<file path="src/rtl/countdown_timer_if.sv">
// Board-side signal bundle for the countdown timer: load/run controls in,
// four seven-segment digits and status flags out.
interface countdown_timer_if;
  logic       load;
  logic       start_stop;
  logic [6:0] load_sec;
  logic [6:0] HEX3;
  logic [6:0] HEX2;
  logic [6:0] HEX1;
  logic [6:0] HEX0;
  logic       running;
  logic       expired;

  modport master (
    output load, start_stop, load_sec,
    input  HEX3, HEX2, HEX1, HEX0, running, expired
  );

  modport slave (
    input  load, start_stop, load_sec,
    output HEX3, HEX2, HEX1, HEX0, running, expired
  );
endinterface

</file>
<file path="src/rtl/countdown_timer.sv">
// SS.cc countdown timer: loads seconds from switches, counts down in
// centiseconds, flags expiry at 00.00 and drives four seven-segment digits.
module countdown_timer #(
  parameter int TICK_DIV = 500000,
  parameter int MAX_SEC  = 99
) (
  input  logic              CLOCK_50,
  input  logic              reset,
  countdown_timer_if.slave  bus
);

  localparam int PW = (TICK_DIV > 1) ? $clog2(TICK_DIV) : 1;

  typedef enum logic [1:0] {
    IDLE    = 2'd0,
    RUNNING = 2'd1,
    PAUSED  = 2'd2,
    EXPIRED = 2'd3
  } state_t;

  state_t          state_q;
  state_t          state_d;
  logic [6:0]      sec_q;
  logic [6:0]      cs_q;
  logic [PW-1:0]   presc_q;
  logic            ss_p0;
  logic            ss_p1;
  logic            ss_p2;
  logic            go;
  logic            tick;
  logic [6:0]      dec_sec;
  logic [6:0]      dec_cs;
  logic            dec_zero;
  logic [6:0]      hex3_p0;
  logic [6:0]      hex2_p0;
  logic [6:0]      hex1_p0;
  logic [6:0]      hex0_p0;

  function automatic logic [6:0] sat_sec(input logic [6:0] v);
    return (v > 7'(MAX_SEC)) ? 7'(MAX_SEC) : v;
  endfunction

  function automatic logic [3:0] tens_of(input logic [6:0] v);
    return 4'(v / 7'd10);
  endfunction

  function automatic logic [3:0] ones_of(input logic [6:0] v);
    return 4'(v % 7'd10);
  endfunction

  function automatic logic [6:0] seg_enc(input logic [3:0] d);
    case (d)
      4'd0:    return 7'b1000000;
      4'd1:    return 7'b1111001;
      4'd2:    return 7'b0100100;
      4'd3:    return 7'b0110000;
      4'd4:    return 7'b0011001;
      4'd5:    return 7'b0010010;
      4'd6:    return 7'b0000010;
      4'd7:    return 7'b1111000;
      4'd8:    return 7'b0000000;
      4'd9:    return 7'b0010000;
      default: return 7'b1111111;
    endcase
  endfunction

  // Stage p0..p2: start_stop synchronizer and rising-edge detect
  always_ff @(posedge CLOCK_50 or negedge reset) begin
    if (!reset) begin
      ss_p0 <= 1'b0;
      ss_p1 <= 1'b0;
      ss_p2 <= 1'b0;
    end else begin
      ss_p0 <= bus.start_stop;
      ss_p1 <= ss_p0;
      ss_p2 <= ss_p1;
    end
  end

  assign go   = ss_p1 & ~ss_p2;
  assign tick = (state_q == RUNNING) && (presc_q == PW'(TICK_DIV - 1));

  always_comb begin
    dec_sec = sec_q;
    dec_cs  = cs_q;
    if (cs_q != 7'd0) begin
      dec_cs = cs_q - 7'd1;
    end else if (sec_q != 7'd0) begin
      dec_sec = sec_q - 7'd1;
      dec_cs  = 7'd99;
    end
  end

  assign dec_zero = (dec_sec == 7'd0) && (dec_cs == 7'd0);

  always_ff @(posedge CLOCK_50 or negedge reset) begin
    if (!reset) begin
      state_q <= IDLE;
    end else begin
      state_q <= state_d;
    end
  end

  // Load overrides everything; a final tick beats a coincident pause request
  always_comb begin
    state_d = state_q;
    if (bus.load) begin
      state_d = IDLE;
    end else begin
      case (state_q)
        IDLE: begin
          if (go && ((sec_q != 7'd0) || (cs_q != 7'd0))) state_d = RUNNING;
        end
        RUNNING: begin
          if (tick && dec_zero) state_d = EXPIRED;
          else if (go)          state_d = PAUSED;
        end
        PAUSED: begin
          if (go) state_d = RUNNING;
        end
        EXPIRED: begin
          if (go) state_d = IDLE;
        end
        default: state_d = IDLE;
      endcase
    end
  end

  always_comb begin
    bus.running = 1'b0;
    bus.expired = 1'b0;
    case (state_q)
      RUNNING: bus.running = 1'b1;
      EXPIRED: bus.expired = 1'b1;
      default: ;
    endcase
  end

  always_ff @(posedge CLOCK_50 or negedge reset) begin
    if (!reset) begin
      sec_q   <= 7'd0;
      cs_q    <= 7'd0;
      presc_q <= '0;
    end else if (bus.load) begin
      sec_q   <= sat_sec(bus.load_sec);
      cs_q    <= 7'd0;
      presc_q <= '0;
    end else begin
      if ((state_q == IDLE) && (state_d == RUNNING)) begin
        presc_q <= '0;
      end else if (state_q == RUNNING) begin
        presc_q <= tick ? '0 : presc_q + PW'(1);
      end
      if (tick) begin
        sec_q <= dec_sec;
        cs_q  <= dec_cs;
      end
    end
  end

  // Stage p0: registered digit decode
  always_ff @(posedge CLOCK_50 or negedge reset) begin
    if (!reset) begin
      hex3_p0 <= 7'b1000000;
      hex2_p0 <= 7'b1000000;
      hex1_p0 <= 7'b1000000;
      hex0_p0 <= 7'b1000000;
    end else begin
      hex3_p0 <= seg_enc(tens_of(sec_q));
      hex2_p0 <= seg_enc(ones_of(sec_q));
      hex1_p0 <= seg_enc(tens_of(cs_q));
      hex0_p0 <= seg_enc(ones_of(cs_q));
    end
  end

  assign bus.HEX3 = hex3_p0;
  assign bus.HEX2 = hex2_p0;
  assign bus.HEX1 = hex1_p0;
  assign bus.HEX0 = hex0_p0;

endmodule

</file>
<file path="src/flat_wrapper.sv">
// flat-port wrapper written by rule: the top's interface ports become plain ports
module countdown_timer_flat 
#(
  parameter int TICK_DIV = 500000,
  parameter int MAX_SEC  = 99
)
  (CLOCK_50, reset, bus_load, bus_start_stop, bus_load_sec, bus_HEX3, bus_HEX2, bus_HEX1, bus_HEX0, bus_running, bus_expired);
  countdown_timer_if bus_i ();
  input  logic CLOCK_50;
  input  logic reset;
  input wire logic [$bits(bus_i.load)-1:0] bus_load;
  input wire logic [$bits(bus_i.start_stop)-1:0] bus_start_stop;
  input wire logic [$bits(bus_i.load_sec)-1:0] bus_load_sec;
  output wire logic [$bits(bus_i.HEX3)-1:0] bus_HEX3;
  output wire logic [$bits(bus_i.HEX2)-1:0] bus_HEX2;
  output wire logic [$bits(bus_i.HEX1)-1:0] bus_HEX1;
  output wire logic [$bits(bus_i.HEX0)-1:0] bus_HEX0;
  output wire logic [$bits(bus_i.running)-1:0] bus_running;
  output wire logic [$bits(bus_i.expired)-1:0] bus_expired;
  assign bus_i.load = bus_load;
  assign bus_i.start_stop = bus_start_stop;
  assign bus_i.load_sec = bus_load_sec;
  assign bus_HEX3 = bus_i.HEX3;
  assign bus_HEX2 = bus_i.HEX2;
  assign bus_HEX1 = bus_i.HEX1;
  assign bus_HEX0 = bus_i.HEX0;
  assign bus_running = bus_i.running;
  assign bus_expired = bus_i.expired;
  countdown_timer #(.TICK_DIV(TICK_DIV), .MAX_SEC(MAX_SEC)) u_core (.CLOCK_50(CLOCK_50), .reset(reset), .bus(bus_i));
endmodule
</file>
<file path="config.mk">
export PLATFORM = sky130hd
export DESIGN_NAME = countdown_timer_flat
export DESIGN_NICKNAME = d
export VERILOG_FILES = /design/src/rtl/countdown_timer_if.sv /design/src/rtl/countdown_timer.sv /design/src/flat_wrapper.sv
export SDC_FILE = /design/constraint.sdc
export NUM_CORES = 1
export LEC_CHECK = 0
export CAP_MARGIN = 20
export CORE_ASPECT_RATIO = 1.2
export CORE_UTILIZATION = 64
export DETAILED_ROUTE_END_ITERATION = 7
export PLACE_DENSITY = 0.91
export SYNTH_ARGS = -nofsm -noshare
export SYNTH_HDL_FRONTEND = slang
export SYNTH_SLANG_ARGS = --single-unit
</file>
<file path="constraint.sdc">
create_clock -name CLOCK_50 -period 6.3 [get_ports CLOCK_50]
set_clock_uncertainty 0.2 [all_clocks]
set_input_delay 1.89 -clock CLOCK_50 [delete_from_list [all_inputs] [get_ports CLOCK_50]]
set_output_delay 1.89 -clock CLOCK_50 [all_outputs]
set_load 0.01 [all_outputs]
</file>
# Word level (Yosys, flattened, before mapping)
# Memories as Yosys holds them, arrays and structs flattened. A register that Yosys moved wholly into a read port is not among the register bits.
# Cells that the tools add are included.
# classes
eq_ne	5
add_sub_neg	3
reduce_logical	17
mux	22
bitwise_logic	2
order_cmp	1
div_mod_pow	4
# ops
operator	count
two-way mux 19 bit	4
two-way mux 7 bit	9
adder 19 x 1 -> 19 bit, second input constant	1
equality test 19 bit, second input constant	1
divider 7 x 4 -> 7 bit, second input constant	2
logical NOT 7 bit	2
remainder unit 7 x 4 -> 7 bit, second input constant	2
nonzero test 7 bit	2
subtractor 7 x 1 -> 7 bit, second input constant	2
two-way mux 2 bit	6
case mux 2 bit (4 select lines)	1
greater-than comparator 7 bit, second input constant	1
logical AND 1 bit	5
equality test 2 x 1 -> 1 bit, second input constant	2
equality test 2 bit, second input constant	2
logical NOT 1 bit	4
nonzero test 3 bit	1
logical NOT 2 bit	1
two-way mux 1 bit	2
nonzero test 2 bit	1
bitwise AND 1 bit	1
logical OR 1 bit	1
inverter 1 bit	1
# totals
regBits	38
input_bits	11
mem_count	4
romBits	448
output_inout_bits	30
elab_cells	65
# mem_list
name	depth	width	read_ports	rd_ports_with_merged_regs	wr	line_no	source
(name not given)	16	7	1	1	0	countdown_timer.sv:52	case (d)
(name not given)	16	7	1	1	0	countdown_timer.sv:52	
(name not given)	16	7	1	1	0	countdown_timer.sv:52	
(name not given)	16	7	1	1	0	countdown_timer.sv:52	

# Longest topological paths before layout
# logic_depth
ltp_word	13
ltp_mapped	19
depth_no_buf	15

# Worst setup path before layout
# OpenSTA, ideal clock, no wires.
# synth_timing
path_type	register to register
start	register u_core.cs_q[6]
end	register u_core.hex0_p0[0], in the netlist u_core.bus.HEX0[0]
arrival_ps	3328
required_ps	5973
n_path_buf	4
setup_slack_ps	2646
period_less_slack_ps	3654
setup_ps	127
stages_incl_launch_ff	20
cell_sequence	dfrtp_1 > buf_2 > buf_2 > nor3b_1 > o21ai_0 > a21oi_1 > nor2_2 > ha_1 > buf_4 > a21boi_0 > o221ai_1 > a22oi_1 > a31oi_1 > buf_2 > xnor2_1 > inv_1 > ha_1 > mux2_2 > o22ai_1 > a21oi_1
# synth_via
elab_chain_cells	1
# synth_rtl
element	line_no	source
start, declared	countdown_timer.sv:24	logic [6:0] cs_q;
start signal, assigned	countdown_timer.sv:156	cs_q <= dec_cs;
remainder unit 7 x 4 -> 7 bit	countdown_timer.sv:48	return 4'(v % 7'd10);
end, declared	countdown_timer.sv:37	logic [6:0] hex0_p0;
# Every way passes these cells.
# A chain may end at the register's enable or synchronous reset.

# Worst setup path after layout
# layout_timing
start	register u_core.cs_q[5]
end	register u_core.hex0_p0[5], in the netlist u_core.bus.HEX0[5]
# Same word-level chain as after synthesis.

==> metrics <==
status=finished, final reports clean; DIE WIDTH=81.78 um; I/O Buffers=40; Synth Flop Type=dfrtp_1; final period demand of the worst path=4.538 ns; Synth Area per Inst=8.824 um2; wire length per cell=15.85 um; share of post-route cells with drive strength above 1=8.966%; Reg-to-Reg Start=u_core.cs_q[5]$_DFFE_PN0P_; RSZ-0062 raised after global routing=false; clock sinks=66; Final #Nets=615; CP endpoint kind=register; register share of total power=40.2%; post-synthesis compound-gate area fraction=21.37%; Post-CTS Setup Inserts=0; register bit total from synthesis=66; WL final=10.62 mm; Worst EP required=6.34 ns; min-delay src=u_core.ss_p0$_DFF_PN0_; worst r2r dst=u_core.bus.HEX0[5]$_DFF_PN0_; Max Cap Viol=0; GP Congestion=0.9176; antenna viol nets, final=0; Hold Path Stages=0; DR WL met3=437 um; critical path peak fanout=29; Sw Ratio=31.02%; mux cell area share after synthesis=4.300%; kind of critical path=reg2reg; vias in the first global route=4151; Power, Total=0.001243 W; Filler Cell Count=529; # DRC=0; CTS clk-pin slew, worst paths=0.08 ns; XOR/XNOR Fraction of Synth Area=5.170%; r2r setup slk=1.76 ns; # resized after CTS=0; Synth async-reset ratio=100.0%; area of the core=7317 um2; startpoint types=register; synthesized cell area=4888 um2; Detail Placement HPWL=7.287 mm; Die Height=97.74 um; Hold Fails Final Rpt=0; final core utilization=74.86%; post-route cell area=5478 um2; Iter 0 DRT Violations=320; Hold Path End=u_core.ss_p1$_DFF_PN0_; P_sw=0.0003856 W; Yosys top cell by area=dfrtp_1; CTS tree=done; IO Pins=41; root buf cell=clkbuf_8; setup TNS=0 ns; drt pass-1 iters=5; CTS buffer count=9; Synth area leaders=dfrtp_1 (32%), ha_1 (7.4%), a21oi_1 (4.6%); Clk network pwr share=33.0%; Yosys cell types=80; first-pass GRT wire length=18.24 mm; initial antenna violation count=0; Comb power frac=26.7%; EDFF count, synth=0; Slew @ Worst Pin=0.9083 ns; PD cells=226.9 nW/um2; Max Fclk=0.2204 GHz; drt via density=6.479; clk_lat worst skew=0.35 ns; LEAKAGE=2.358 nW; Met2 Wirelength=5.376 mm; CTS HTree Levels=3; final setup violating endpoints=0; Reg2Reg Depth=12; yosys warns=0; sequential area share after synthesis=33.89%; largest family of logic cells by synthesized area=simple AND/OR/NAND/NOR gates; worst hold margin=0.1502 ns; Post-Syn Nets=594; die area=7993 um2; critical path arrival=4.57 ns; pins over their slew limit=0; Top Layer Used=met4; P&R area growth vs syn=12.06%; Adder-Cell Fraction of Synth Area=7.423%; simple logic cell fraction of the synthesized area=21.81%; Hold Buf Count CTS=0; Worst Hold Class=reg2reg; Worst VDD drop=0.0001997 V; FP Rows=34; via count=4341; post-route clock period utilization=72.02%; GRT Total Usage=28.81%; diode count=0; Max-slew headroom=39.44%; DP Area=5251 um2; Post-Syn Instances=554; largest net degree at the start of global routing=67; Initial Utilization=66.81%; internal power=0.0008574 W; worst-case clock buffer depth=2; total grt overflow=0; Routed met1 length=4.518 mm; Synth top area share=31.74%
## power by group through the flow
stage	clock network, W	logic [W]	registers, W
floorplan	0	0.000204	0.000513
global placement	0	0.000320	0.000506
detailed placement	0	0.000330	0.000509
CTS	0.000415	0.000332	0.000501
global route	0.000434	0.000370	0.000508
finish	0.000410	0.000332	0.000500
## layout make-up
class                      count  area [um2]  share of cell area [%]
clock inverter                 7       102.6                   1.873
inverter                      30       112.6                   2.056
tap                           90       112.6                   2.056
multi-input combinational    423        2937                   53.61
clock buffer                   9       123.9                   2.261
timing repair buffer          45       432.9                   7.903
sequential                    66        1657                   30.24
## cell usage after synthesis (all sizes together), types with 13 or more instances
cell    instances
dfrtp          62
nor2           52
a21oi          47
nand2          36
o21ai          32
ha             29
inv            29
buf            22
xor2           17
nand3          16
mux2i          15
clkbuf         13
nand4          13
## kinds of logic after synthesis
| kind of cell | Yosys count |
|---|---|
| mux | 20 |
| xor+xnor | 28 |
| buf+inv | 65 |
| simple gates | 195 |
| fa+ha+maj | 29 |
| flops | 66 |
| compound gates | 151 |
## how the worst max path moves through the flow
stage	start	end	slack, ns
floorplan	u_core.cs_q[6]$_DFFE_PN0P_	u_core.bus.HEX0[0]$_DFF_PN0_	2.65
global placement	u_core.cs_q[4]$_DFFE_PN0P_	u_core.bus.HEX0[5]$_DFF_PN0_	2.08
detailed placement	u_core.cs_q[5]$_DFFE_PN0P_	u_core.bus.HEX0[5]$_DFF_PN0_	1.87
CTS	u_core.cs_q[5]$_DFFE_PN0P_	u_core.bus.HEX0[5]$_DFF_PN0_	1.87
global route	u_core.cs_q[5]$_DFFE_PN0P_	u_core.bus.HEX0[5]$_DFF_PN0_	1.43
finish	u_core.cs_q[5]$_DFFE_PN0P_	u_core.bus.HEX0[5]$_DFF_PN0_	1.76
## metal layers
metal,up-vias,GRT usage [%]
li1,2055,-
met2,154,49.46
met3,30,3.925
met4,0,13.50
met5,-,0
met1,2102,34.77
## stage by stage
step	setup WS (ns)	instances
after CTS	1.865	670
after global placement	2.075	654
after global routing	1.426	670
final	1.762	670
after floorplan	2.646	554
after detailed placement	1.869	654
## cell usage in the layout, fill, tap and decap left out, types with 8 or more instances in the layout
| cell type | netlist | routed |
|---|---|---|
| nor2_1 | 50 | 50 |
| clkbuf_8 | 0 | 9 |
| nor3_1 | 9 | 9 |
| xor2_1 | 17 | 17 |
| o21ai_0 | 26 | 26 |
| inv_1 | 27 | 27 |
| ha_1 | 29 | 29 |
| dfrtp_1 | 62 | 62 |
| nand3_1 | 16 | 16 |
| a21oi_1 | 45 | 45 |
| xnor2_1 | 10 | 10 |
| nand2_1 | 36 | 36 |
| nor2b_1 | 8 | 8 |
| clkdlybuf4s50_1 | 0 | 39 |
| nand4_1 | 13 | 13 |
| a31oi_1 | 9 | 9 |
| mux2i_1 | 15 | 15 |
## state kept, by name, summed over array words and instances, names as in the netlist, 2 cells and up
signal,cells
u_core.cs_q,7
u_core.presc_q,19
u_core.sec_q,7
u_core.state_q,2
u_core.bus.HEX1,7
u_core.bus.HEX0,7
u_core.bus.HEX2,7
u_core.bus.HEX3,7
## worst max-delay path: stages (launching register included)
cell,delay (ns)
dfrtp_1,0.94
and2b_1,0.30
xnor2_1,0.09
a22o_1,0.25
nor2_2,0.19
ha_1,0.52
xnor2_1,0.12
mux2i_1,0.17
o211ai_1,0.15
a2111oi_4,0.78
nor2_1,0.18
a21o_1,0.20
a221o_1,0.33
Power figures use the tool's default switching activity.
==> variant, RTL diff (config.mk and constraints unchanged) <==
Reset style: synchronous (`reset`), changed in 4 clocked blocks.
--- a/src/rtl/countdown_timer.sv
+++ b/src/rtl/countdown_timer.sv
@@ -66,5 +66,5 @@
 
   // Stage p0..p2: start_stop synchronizer and rising-edge detect
-  always_ff @(posedge CLOCK_50 or negedge reset) begin
+  always_ff @(posedge CLOCK_50) begin
     if (!reset) begin
       ss_p0 <= 1'b0;
@@ -94,5 +94,5 @@
   assign dec_zero = (dec_sec == 7'd0) && (dec_cs == 7'd0);
 
-  always_ff @(posedge CLOCK_50 or negedge reset) begin
+  always_ff @(posedge CLOCK_50) begin
     if (!reset) begin
       state_q <= IDLE;
@@ -137,5 +137,5 @@
   end
 
-  always_ff @(posedge CLOCK_50 or negedge reset) begin
+  always_ff @(posedge CLOCK_50) begin
     if (!reset) begin
       sec_q   <= 7'd0;
@@ -160,5 +160,5 @@
 
   // Stage p0: registered digit decode
-  always_ff @(posedge CLOCK_50 or negedge reset) begin
+  always_ff @(posedge CLOCK_50) begin
     if (!reset) begin
       hex3_p0 <= 7'b1000000;
Formal check against the unedited RTL: differs if reset is asserted again (counterexample within 4 cycles, from zero or initial values and one cycle with reset low); with reset held inactive, the same outputs for 10 cycles.
==> variant against the unedited design <==
  * Clock power fell by 3%
  * Highest routed layer unchanged
  * Combinational power fell by 47%
  * Synthesized area fell by 10%
  * Sequential cell count did not move
  * Cell area fell by 9.1%
  * Wire length fell by 0.95%
  * Largest power group unchanged
  * Synthesized cell count fell by 1.6%
  * Worst setup slack got worse by 570 ps
  * Power fell by 18%
==> variant: results (changes against the unedited design) <==
** Clock network
- The clock network latency to the later pin of the worst-skew pair came to 350 ps (about the same).
- Count of hold-fix buffers inserted at cts :: 0 (unchanged)
- Number of post-CTS setup repair buffers :: 0 (unchanged)
- The H-tree depth reported by CTS came to 3 (unchanged).
- The clock transition at the register clock pins on the worst setup and hold paths after CTS was 80 ps (about the same).
- The maximum root-to-sink buffer count is 2 (unchanged).

** Place
- Global placement routability congestion :: 0.888 (-3.2%)
- Placed Instances :: 643 (-1.7%)
- Post-place setup slack :: 1260 ps (-608 ps)
- The half-perimeter wire length after placement was 7470 microns (+2.6%).
- The number of buffers added on ports is 40 (unchanged).
- The post-place instance area is 4750 sq um (-9.6%).

** Routing
- The average wire per standard cell was 16.0 microns (+0.70%).
- Count of TritonRoute iterations in the first routing pass :: 7 (+2)
- First-iteration detailed-routing DRC count :: 354 (+11%)
- Wire length after detailed routing :: 10500 microns (-0.95%)
- The overall via count from detail_route was 4172 (-3.9%).

** STA
- The slew at the pin closest to its max-slew limit was 1040 ps (+132 ps).

** Finish
- Diode count :: 0 (unchanged)
- Number of flip-flops in the largest register :: 19 (unchanged)
- Fraction of final layout cells with drive strength greater than 1 :: 0.0732 (-0.0165)
- Final nets :: 612 (-0.49%)
- The register with the most flip-flops in the final layout is u_core.presc_q.

** Logic synthesis
- The number of nets produced by synthesis is 588 (-1.0%).
- Top cells by area in the synthesized netlist :: sky130_fd_sc_hd__dfxtp_1, sky130_fd_sc_hd__ha_1, sky130_fd_sc_hd__nor2_1, sky130_fd_sc_hd__o21ai_0, sky130_fd_sc_hd__a21oi_1
- The number of instances in the synthesized netlist was 545 (-1.6%).
- The total number of yosys warnings came to 0 (unchanged).
- By count the netlist is led by sky130_fd_sc_hd__dfxtp_1, sky130_fd_sc_hd__nor2_1, sky130_fd_sc_hd__nand2_1.
- Fraction of the yosys area taken by sequential cells :: 0.301 (-0.0379)
- Async S/R FF share, synth :: 0 (-1.00)
- Number of library cell types mapped by synthesis :: 85 (+6.3%)

** GRT
- The largest net degree at the start of global routing is 34 (-49%).
- The wire length of the first global-routing pass is 17500 microns (-3.8%).
- Total Routing Usage GR :: 0.307 (+0.0187)
- Initial antenna violation count :: 0 (unchanged)
- The via count of the first global-routing pass is 3913 (-5.7%).

** Power and ir drop
- Peak supply drop :: 0.140 mV (-30%)
- The leakage power total is 1.83 nW (-22%).
- The internal power summed over all cells is 0.749 mW (-13%).

** Critical path
- Max incr delay on CP :: 610 ps (-330 ps)
- The cell family contributing the most delay on the critical path is compound AO/OA/AOI/OAI gates.
- The highest net fanout along the worst path was 10 (-66%).
- Signal arrival time at the worst endpoint :: 5160 ps (+590 ps)
- The largest individual stage delay along the critical path comes from the cell sky130_fd_sc_hd__nor4_4.

** Outcome
- Outcome :: completed

** Hold path
- Tightest Hold Check Type :: flop to flop
-- variant: cell count changes after synthesis, sizes merged, moves of 6 or more --
cell / change
a21oi: -8
and2: +6
buf: -7
dfrtp: -62
dfxtp: +66
nand2: +6
nand3: +9
nand3b: -6
nand4: -7
nor2: +10
nor4: +6
o21ai: +11
xor2: -8
-- variant: power by group through the flow --
stage                     registers, mW  logic, mW  clock network (mW)
final                             0.448      0.175               0.399
after global routing              0.450      0.190               0.422
after CTS                         0.448      0.174               0.400
after detailed placement          0.458      0.170                   0
after global placement            0.456      0.161                   0
after floorplan                   0.460      0.110                   0
-- variant: per-layer routing --
metal / wire length (microns) / part of all wire / vias to the layer above / global-route usage
met5: 0 / 0 / - / 0
met1: 4130 / 0.39 / 1955 / 0.337
met2: 5380 / 0.51 / 174 / 0.563
li1: - / - / 2002 / -
met3: 681 / 0.065 / 41 / 0.0581
met4: 324 / 0.031 / 0 / 0.143
-- variant: cell families (layout without fill, tap and decap cells) --
group,count (synthesis),after routing,synth area share
xor gates and xnor gates,25,25,0.0533
and+or+nand+nor,213,213,0.253
buffers and inverters,54,83,0.0573
adders and majority gates,32,32,0.0912
muxes,12,12,0.0288
DFF,66,66,0.301
AOI/OAI and AO/OA,143,143,0.216
-- variant: layout make-up --
class | instances | area (sq um)
clock inverters | 6 | 90.1
multi-input cells | 425 | 2820
inverters | 26 | 97.6
clock buffers | 10 | 138
flip-flops and latches | 66 | 1320
well taps | 85 | 106
fillers | 456 | 1550
repair buffers | 41 | 408
-- variant: worst paths after layout --
path	start	endpoint	slack, ps	cells after the start
worst min register to register	u_core.ss_p0$_SDFF_PN0_	u_core.ss_p1$_SDFF_PN0_	240	1
worst min-delay path	u_core.ss_p0$_SDFF_PN0_	u_core.ss_p1$_SDFF_PN0_	240	1
worst max-delay path	u_core.cs_q[4]$_SDFFE_PP0P_	u_core.bus.HEX0[6]$_SDFF_PN1_	1200	17
worst max register to register	u_core.cs_q[4]$_SDFFE_PP0P_	u_core.bus.HEX0[6]$_SDFF_PN1_	1200	17
